## src/rtl/pci_blue_request_fifo_pkg.sv

```systemverilog
// Shared constants and helpers for the host request FIFO feeding the PCI Master.
// Entry type encodings live here beside the other request-path constants.
package pci_blue_request_fifo_pkg;

    localparam logic [2:0] PCI_REQ_TYPE_RESERVED  = 3'b000;
    localparam logic [2:0] PCI_REQ_TYPE_ADDRESS   = 3'b001;
    localparam logic [2:0] PCI_REQ_TYPE_DATA      = 3'b010;
    localparam logic [2:0] PCI_REQ_TYPE_DATA_LAST = 3'b011;

    localparam int unsigned REQ_ENTRY_W = 39;

    localparam logic [0:0] SEQ_STATE_IDLE     = 1'b0;
    localparam logic [0:0] SEQ_STATE_IN_BURST = 1'b1;

    typedef struct packed {
        logic [2:0]  req_type;
        logic [3:0]  cbe;
        logic [31:0] data;
    } req_entry_t;

    // Whether an entry of this type may follow the current host stream state.
    function automatic logic seq_type_legal(input logic [2:0] req_type, input logic [0:0] seq_state);
        logic legal;
        case (req_type)
            PCI_REQ_TYPE_ADDRESS:   legal = (seq_state == SEQ_STATE_IDLE);
            PCI_REQ_TYPE_DATA:      legal = (seq_state == SEQ_STATE_IN_BURST);
            PCI_REQ_TYPE_DATA_LAST: legal = (seq_state == SEQ_STATE_IN_BURST);
            default:                legal = 1'b0;
        endcase
        return legal;
    endfunction

    // Stream state after an accepted entry of this type.
    function automatic logic [0:0] seq_next_state(input logic [2:0] req_type, input logic [0:0] seq_state);
        logic [0:0] next_state;
        case (req_type)
            PCI_REQ_TYPE_ADDRESS:   next_state = SEQ_STATE_IN_BURST;
            PCI_REQ_TYPE_DATA_LAST: next_state = SEQ_STATE_IDLE;
            default:                next_state = seq_state;
        endcase
        return next_state;
    endfunction

endpackage

```

## src/rtl/pci_blue_request_fifo_storage.sv

```systemverilog
// Register-array storage for the request FIFO: one write port, one asynchronous read port.
// Contents are deliberately not reset; occupancy tracking in the top decides what is valid.
module pci_blue_request_fifo_storage
    import pci_blue_request_fifo_pkg::*;
#(
    parameter int unsigned DEPTH_LOG2 = 3
) (
    input  logic                  pci_clk,
    input  logic                  wr_en,
    input  logic [DEPTH_LOG2-1:0] wr_addr,
    input  req_entry_t            wr_entry,
    input  logic [DEPTH_LOG2-1:0] rd_addr,
    output req_entry_t            rd_entry
);

    localparam int unsigned DEPTH = 1 << DEPTH_LOG2;

    req_entry_t mem_q [DEPTH];

    // Write the incoming entry into the addressed slot.
    always_ff @(posedge pci_clk) begin
        if (wr_en) begin
            mem_q[wr_addr] <= wr_entry;
        end
    end

    assign rd_entry = mem_q[rd_addr];

endmodule

```

## src/rtl/pci_blue_request_fifo.sv

```systemverilog
// Host Request FIFO ahead of the PCI Master: show-ahead head entry, sticky overflow error.
// Define PCI_BLUE_REQUEST_SEQUENCE_CHECK_EN to also reject mis-sequenced entry types.
module pci_blue_request_fifo
    import pci_blue_request_fifo_pkg::*;
#(
    parameter int unsigned DEPTH_LOG2 = 3
) (
    input  logic                  pci_clk,
    input  logic                  pci_reset_comb,
    input  logic [2:0]            host_request_type,
    input  logic [3:0]            host_request_cbe,
    input  logic [31:0]           host_request_data,
    input  logic                  host_request_load,
    output logic                  host_request_room_available,
    input  logic                  host_request_error_clear,
    output logic [2:0]            pci_iface_request_type,
    output logic [3:0]            pci_iface_request_cbe,
    output logic [31:0]           pci_iface_request_data,
    output logic                  pci_iface_request_data_available_meta,
    input  logic                  pci_iface_request_data_unload,
    output logic                  pci_iface_request_error,
    output logic [DEPTH_LOG2:0]   request_fifo_count
);

    localparam logic [DEPTH_LOG2:0]   FULL_COUNT = {1'b1, {DEPTH_LOG2{1'b0}}};
    localparam logic [DEPTH_LOG2:0]   CNT_ZERO   = {(DEPTH_LOG2+1){1'b0}};
    localparam logic [DEPTH_LOG2:0]   CNT_ONE    = (DEPTH_LOG2+1)'(1);
    localparam logic [DEPTH_LOG2-1:0] PTR_ONE    = DEPTH_LOG2'(1);

    logic [DEPTH_LOG2-1:0] wr_ptr_q, wr_ptr_d;
    logic [DEPTH_LOG2-1:0] rd_ptr_q, rd_ptr_d;
    logic [DEPTH_LOG2:0]   count_q, count_d;
    logic                  available_q, available_d;
    logic                  room_q, room_d;
    logic                  error_q, error_d;
    logic                  seq_ok_s;
    logic                  push_s;
    logic                  pop_s;
    logic                  error_set_s;
    req_entry_t            wr_entry_s;
    req_entry_t            rd_entry_s;

`ifdef PCI_BLUE_REQUEST_SEQUENCE_CHECK_EN
    logic [0:0] seq_state_q, seq_state_d;

    // Legality of the offered entry against the current host stream state.
    always_comb begin
        seq_ok_s = seq_type_legal(host_request_type, seq_state_q);
    end

    // Stream state only moves on entries actually stored.
    always_comb begin
        seq_state_d = seq_state_q;
        if (push_s) begin
            seq_state_d = seq_next_state(host_request_type, seq_state_q);
        end else begin
            seq_state_d = seq_state_q;
        end
    end

    // Stream state register.
    always_ff @(posedge pci_clk or posedge pci_reset_comb) begin
        if (pci_reset_comb) begin
            seq_state_q <= SEQ_STATE_IDLE;
        end else begin
            seq_state_q <= seq_state_d;
        end
    end
`else
    // Without sequencing checks every type is stored as offered.
    always_comb begin
        seq_ok_s = 1'b1;
    end
`endif

    // Push/pop qualification, pointer and occupancy next-state, sticky error.
    always_comb begin
        push_s      = host_request_load & room_q & seq_ok_s;
        pop_s       = pci_iface_request_data_unload & available_q;
        // A full FIFO rejects the push even when a pop frees a slot this same cycle.
        error_set_s = host_request_load & ~(room_q & seq_ok_s);
        wr_ptr_d    = wr_ptr_q;
        rd_ptr_d    = rd_ptr_q;
        count_d     = count_q;
        case ({push_s, pop_s})
            2'b10: begin
                wr_ptr_d = wr_ptr_q + PTR_ONE;
                count_d  = count_q + CNT_ONE;
            end
            2'b01: begin
                rd_ptr_d = rd_ptr_q + PTR_ONE;
                count_d  = count_q - CNT_ONE;
            end
            2'b11: begin
                wr_ptr_d = wr_ptr_q + PTR_ONE;
                rd_ptr_d = rd_ptr_q + PTR_ONE;
            end
            default: begin
                wr_ptr_d = wr_ptr_q;
                rd_ptr_d = rd_ptr_q;
            end
        endcase
        available_d = (count_d != CNT_ZERO);
        room_d      = (count_d != FULL_COUNT);
        if (error_set_s) begin
            error_d = 1'b1;
        end else if (host_request_error_clear) begin
            error_d = 1'b0;
        end else begin
            error_d = error_q;
        end
    end

    // Pointer, occupancy, flag and error registers.
    always_ff @(posedge pci_clk or posedge pci_reset_comb) begin
        if (pci_reset_comb) begin
            wr_ptr_q    <= {DEPTH_LOG2{1'b0}};
            rd_ptr_q    <= {DEPTH_LOG2{1'b0}};
            count_q     <= CNT_ZERO;
            available_q <= 1'b0;
            room_q      <= 1'b1;
            error_q     <= 1'b0;
        end else begin
            wr_ptr_q    <= wr_ptr_d;
            rd_ptr_q    <= rd_ptr_d;
            count_q     <= count_d;
            available_q <= available_d;
            room_q      <= room_d;
            error_q     <= error_d;
        end
    end

    assign wr_entry_s = '{req_type: host_request_type, cbe: host_request_cbe, data: host_request_data};

    pci_blue_request_fifo_storage #(
        .DEPTH_LOG2 (DEPTH_LOG2)
    ) u_storage (
        .pci_clk  (pci_clk),
        .wr_en    (push_s),
        .wr_addr  (wr_ptr_q),
        .wr_entry (wr_entry_s),
        .rd_addr  (rd_ptr_q),
        .rd_entry (rd_entry_s)
    );

    // Head entry is forced to zero while empty so stale storage never leaks out.
    always_comb begin
        if (available_q) begin
            pci_iface_request_type = rd_entry_s.req_type;
            pci_iface_request_cbe  = rd_entry_s.cbe;
            pci_iface_request_data = rd_entry_s.data;
        end else begin
            pci_iface_request_type = PCI_REQ_TYPE_RESERVED;
            pci_iface_request_cbe  = 4'h0;
            pci_iface_request_data = 32'h0000_0000;
        end
    end

    assign host_request_room_available           = room_q;
    assign pci_iface_request_data_available_meta = available_q;
    assign pci_iface_request_error               = error_q;
    assign request_fifo_count                    = count_q;

endmodule

```

## config.mk

```make
export PLATFORM = sky130hd
export DESIGN_NAME = pci_blue_request_fifo
export DESIGN_NICKNAME = d
export VERILOG_FILES = /design/src/rtl/pci_blue_request_fifo_pkg.sv /design/src/rtl/pci_blue_request_fifo_storage.sv /design/src/rtl/pci_blue_request_fifo.sv
export SDC_FILE = /design/constraint.sdc
export NUM_CORES = 1
export LEC_CHECK = 0
export CORE_UTILIZATION = 49
export CTS_CLUSTER_SIZE = 28
export DETAILED_ROUTE_END_ITERATION = 6
export GPL_ROUTABILITY_DRIVEN = 0
export PLACE_DENSITY = 0.74
export REMOVE_ABC_BUFFERS = 1
export SLEW_MARGIN = 10
export SYNTH_ARGS = -nofsm -noshare
export SYNTH_HDL_FRONTEND = slang
export SYNTH_SLANG_ARGS = --single-unit
```

## constraint.sdc

```tcl
create_clock -name pci_clk -period 5.5 [get_ports pci_clk]
set_clock_uncertainty 0.15 [all_clocks]
set_input_delay 1.1 -clock pci_clk [delete_from_list [all_inputs] [get_ports pci_clk]]
set_output_delay 1.1 -clock pci_clk [all_outputs]
set_load 0.01 [all_outputs]
```

Word level (Yosys, flattened, before mapping)
Memories as Yosys holds them, arrays and structs flattened.
Index checks and enable logic that the tools add are counted.

operators by class
  add/subtract/negate cells = 4
  equality and inequality tests = 4
  multiplexer cells = 8
  bitwise gates (word level) = 4
  reduce and logical (&&, ||, !) cells = 4

operators by type and width
  cell                                                                 count
  32-bit two-way mux                                                   1
  4-bit case mux with 2 select lines                                   1
  3-bit by 1-bit adder with 3-bit output (second input constant)       2
  4-bit by 1-bit adder with 4-bit output (second input constant)       1
  2-bit == test (second input constant)                                2
  1-bit two-way mux                                                    4
  4-bit two-way mux                                                    1
  4-bit != test (second input constant)                                1
  4-bit nonzero test                                                   1
  2-bit OR reduction                                                   2
  4-bit by 1-bit subtractor with 4-bit output (second input constant)  1
  1-bit AND                                                            3
  3-bit two-way mux                                                    1
  2-bit by 1-bit == test with 1-bit output (second input constant)     1
  2-bit nonzero test                                                   1
  1-bit NOT                                                            1

storage, ports and cells
  bits in registers = 13
  memory bits (writable) = 312
  bits of input ports = 44
  output and inout bits = 46
  word-level logic and storage cells = 31
  memories = 1

memory list
  memory           depth  width  rd ports  clocked after Yosys merged registers in  wr ports  line                                 RTL
  u_storage.mem_q  8      39     1         0                                        1         pci_blue_request_fifo_storage.sv:18  req_entry_t mem_q [DEPTH];

Depth between registers and ports, before layout
  depth after elaboration = 4
  mapped depth = 11

Cells and area by module
From an unflattened synthesis, not the netlist that was laid out.

unflattened totals
  cell total of the unflattened synthesis = 568
  area, all modules = 12786.0 µm²

modules (own cells, without submodules)
  module                         instances  cells each  area an instance (µm²)
  pci_blue_request_fifo_storage  1          464         11848.9
  pci_blue_request_fifo          1          104         937.1

Worst setup path after synthesis
No wires, ideal clock.

  path kind = input-to-reg
  start point = input port host_request_load
  end point = memory u_storage.mem_q[0][0] in the netlist's numbering, enable pin
  setup time = 0.484 ns
  data arrival time = 4.149 ns
  path slack = 0.718 ns
  stages = 4
  path buffers = 1
  path through = and2_4 buf_6 nand2b_1 nor3_1

between the ends
  word-level cells in the longest chain between the ends = 3

ends and longest elaborated chain
  element                                  line                                 RTL
  from (decl)                              pci_blue_request_fifo.sv:13          input logic host_request_load,
  1-bit AND                                pci_blue_request_fifo.sv:78          push_s = host_request_load & room_q & seq_ok_s;
  1-bit two-way mux                        pci_blue_request_fifo_storage.sv:22  if (wr_en) begin
  1-bit two-way mux (not written as such)  pci_blue_request_fifo_storage.sv:23  mem_q[wr_addr] <= wr_entry;
  to (decl)                                pci_blue_request_fifo_storage.sv:18

No other way between the ends.

Worst setup path in the final report
  start point = register rd_ptr_q[0]
  end point = output port pci_iface_request_data[16]

between the ends
  word-level cells in the longest chain between the ends = 2

ends and longest elaborated chain
  element                 line                          RTL
  from (decl)             pci_blue_request_fifo.sv:31   logic [DEPTH_LOG2-1:0] rd_ptr_q, rd_ptr_d;
  from (signal assigned)  pci_blue_request_fifo.sv:118  rd_ptr_q <= {DEPTH_LOG2{1'b0}};
  from (signal assigned)  pci_blue_request_fifo.sv:125  rd_ptr_q <= rd_ptr_d;
  memory 8 x 39 bit       -
  32-bit two-way mux      pci_blue_request_fifo.sv:148  if (available_q) begin
  to (decl)               pci_blue_request_fifo.sv:18   output logic [31:0] pci_iface_request_data,

No other way between the ends.

==> impl_results.md <==
- Status: finished, final reports clean
- Drc violations: 0
- RSZ-0062 raised after global routing: no
- Worst path max stage delay: 0.86 ns
- H-Tree Depth: 1
- Tcrit/Tclk final: 80.39%
- Synth area leaders: edfxtp_1 74%, mux4_2 14%, mux2i_1 3.1%
- XOR/XNOR share of the synthesized area: 0.4838%
- Initial core utilization: 50.18%
- Hold Buf Count CTS: 0
- Mean Syn Cell Area: 22.15 um^2
- Syn Inst Count: 572
- Worst Setup Start Kind: flip-flop
- Area share of the largest cell type after synthesis: 73.93%
- Pin count of the biggest net entering global routing: 81
- Sink Count: 325
- Main combinational cell family by area after synthesis: multiplexers
- Fmax: 0.2262 GHz
- ANT nets after route: 0
- Area Growth Syn to Fin: 18.21%
- Ys async rst share: 4.000%
- Post-CTS setup buffers: 0
- Worst Hold Depth: 2
- Die ar.: 0.02651 mm^2
- Total Nets Final: 726
- GR Overflow Total: 0
- Max VDD drop: 0.3837 mV
- CTS Buf Count: 31
- Die W: 162.8 um
- Path depth of the worst reg2reg path: 10
- DR vias: 5,787
- # diodes: 0
- DP Wirelength: 13,680 um
- Hold worst-path end: wr_ptr_q[0]
- Fin crit period: 4.422 ns
- Netlist cell types: 35
- Max-cap violations: 0
- Sequential fraction of the synthesis area: 76.51%
- Fraction of layout cells with a size suffix above 1: 22.54%
- P_leak: 0.004874 uW
- RR Endpoint: pci_iface_request_data_available_meta
- Arrival time worst endpoint: 3.17 ns
- Mapped Area: 0.01267 mm^2
- CP Class: flip-flop to output pin
- Worst skew pair latency: 0.54 ns
- Cell with the most instances after synthesis: edfxtp_1
- Final hold slack: 0.3786 ns
- Post-synth EDFFs: 312
- Vias in the first global route: 6,357
- Hold_sp: wr_ptr_q[0]
- Finish-stage setup viols: 0
- Adder-cell share of the synthesized area: 0.3949%
- R2r setup slk: 2.40 ns
- Post-Synth Simple-Gate Area: 3.574%
- Top cells by count, synth: 312 x edfxtp_1, 78 x mux4_2, 40 x nor2b_1
- Setup TNS Final: 0 ns
- Synth Register Bits: 325
- CTS root buf: clkbuf_16
- Critical Path, Cell by Cell: buf_4 > mux4_2 > mux2i_1 > nor2b_1 > clkdlybuf4s50_1
- # port buffers: 89
- Maximum clock path buffer count: 3
- Global-route wire length before repair: 37,560 um
- Total core area: 0.02525 mm^2
- Mux contribution to synthesized area: 17.12%
- CTS tree: built
- Critical Path Slowest Stage Cell: dfrtp_4
- GRT Total Usage: 19.11%
- Warnings from Yosys: 0
- HP Class: flip-flop to flip-flop
- Drt wl/cell: 23.57 um
- Power density cells: 557.8 mW/mm^2
- Worst EP required: 4.25 ns
- Synth Area in Compound Gates: 0.4147%
- Total Wirelength: 24,300 um
- Drt pass-1 iters: 4
- Worst-path fanout max: 35
- Relative slew margins: 19.58%
- R2r startpoint: pci_iface_request_data_available_meta
- Hold violation count in the final report: 0
- Critical path endpoint category: output pin
- Initial antenna violation count: 2
- Number of I/O pins: 90
- Via-per-instance ratio: 5.613
- Prevailing post-synth register cell: edfxtp_1
- Actual slew at the worst max-slew pin: 1.206 ns
- Cell accounting for the most synthesized area: edfxtp_1
- Die Y: 162.8 um
- DRT iter0 DRCs: 347
- Rows: 58
- # resized after CTS: 0
- Clock Pin Slew Worst Setup and Hold Paths: 0.06 ns
- Max-slew violations: 0
-- sequential cells by signal (all words and copies together) (netlist names) --
signal	flops
u_storage.mem_q	312
pci_iface_request_data_available_meta	1
wr_ptr_q	3
request_fifo_count	4
pci_iface_request_error	1
host_request_room_available	1
rd_ptr_q	3
-- how the worst max path moves through the flow --
stage / slack [ns] / endpoint / start / cells past startpoint
final: 1.08 / pci_iface_request_data[16] / rd_ptr_q[0] / 5
after CTS: 0.98 / pci_iface_request_data[4] / rd_ptr_q[0] / 5
after global placement: 1.62 / pci_iface_request_data[4] / rd_ptr_q[0] / 5
after floorplan: 0.24 / pci_iface_request_cbe[0] / rd_ptr_q[0] / 3
after detailed placement: 1.56 / pci_iface_request_data[4] / rd_ptr_q[0] / 5
after global routing: 0.87 / pci_iface_request_data[4] / rd_ptr_q[0] / 5
-- cell type report --
class / count / area (um^2)
sequential: 325 / 9708
clock inverter: 12 / 140.1
fill: 1821 / 10270
inverter: 5 / 26.28
timing repair buffer: 103 / 996.0
multi-input combinational: 212 / 2841
tap: 330 / 412.9
clock buffer: 44 / 854.6
-- per-stage QoR --
stage | std cells | setup WS [ns] | instance area, um^2 | util (%) | power, uW
2_1_floorplan | 542 | 0.2408 | 12510 | - | 5182
3_3_place_gp | 975 | 1.624 | 13980 | 55.38 | 6327
3_5_place_dp | 975 | 1.559 | 13980 | 55.38 | 6398
4_1_cts | 1031 | 0.9776 | 14980 | 59.31 | 8463
5_1_grt | 1031 | 0.8707 | 14980 | 59.31 | 8746
6_report | 1031 | 1.078 | 14980 | 59.31 | 8356
-- critical path, delay by kind of cell, from the launching register on --
family / cells / cell delay (ns)
and+or+nand+nor: 1 / 0.09
buffers and inverters: 2 / 0.87
muxes: 2 / 0.77
DFF: 1 / 0.86
-- layout by cell type, fill, tap and decap left out, types with 8 or more instances in the layout --
cell type | netlist | final
dfrtp_1 | 12 | 8
mux4_2 | 78 | 78
mux2i_1 | 39 | 39
nand2_1 | 11 | 11
nor2b_1 | 40 | 40
clkbuf_16 | 0 | 31
clkdlybuf4s50_1 | 0 | 89
buf_4 | 0 | 14
edfxtp_1 | 312 | 312
clkbuf_1 | 11 | 10
-- layer usage --
metal	share of wire (%)	GRT usage, %	vias up
met5	0.082	0	-
met1	42	26.03	3027
met3	5.2	3.234	35
met2	51	32.50	162
li1	-	-	2559
met4	1.5	4.206	4
-- kinds of logic after synthesis --
kind of cell    Yosys count
simple gates             75
mux                     119
flops                   325
compound gates            7
xor+xnor                  7
buf+inv                  35
fa+ha+maj                 4
-- power by group --
group	internal (uW)	switching, uW	total (uW)
logic	1550	1130	2670
registers	3150	473	3620
clock network	1220	844	2060
total	5910	2450	8360
(Power assumes the default switching activity.)
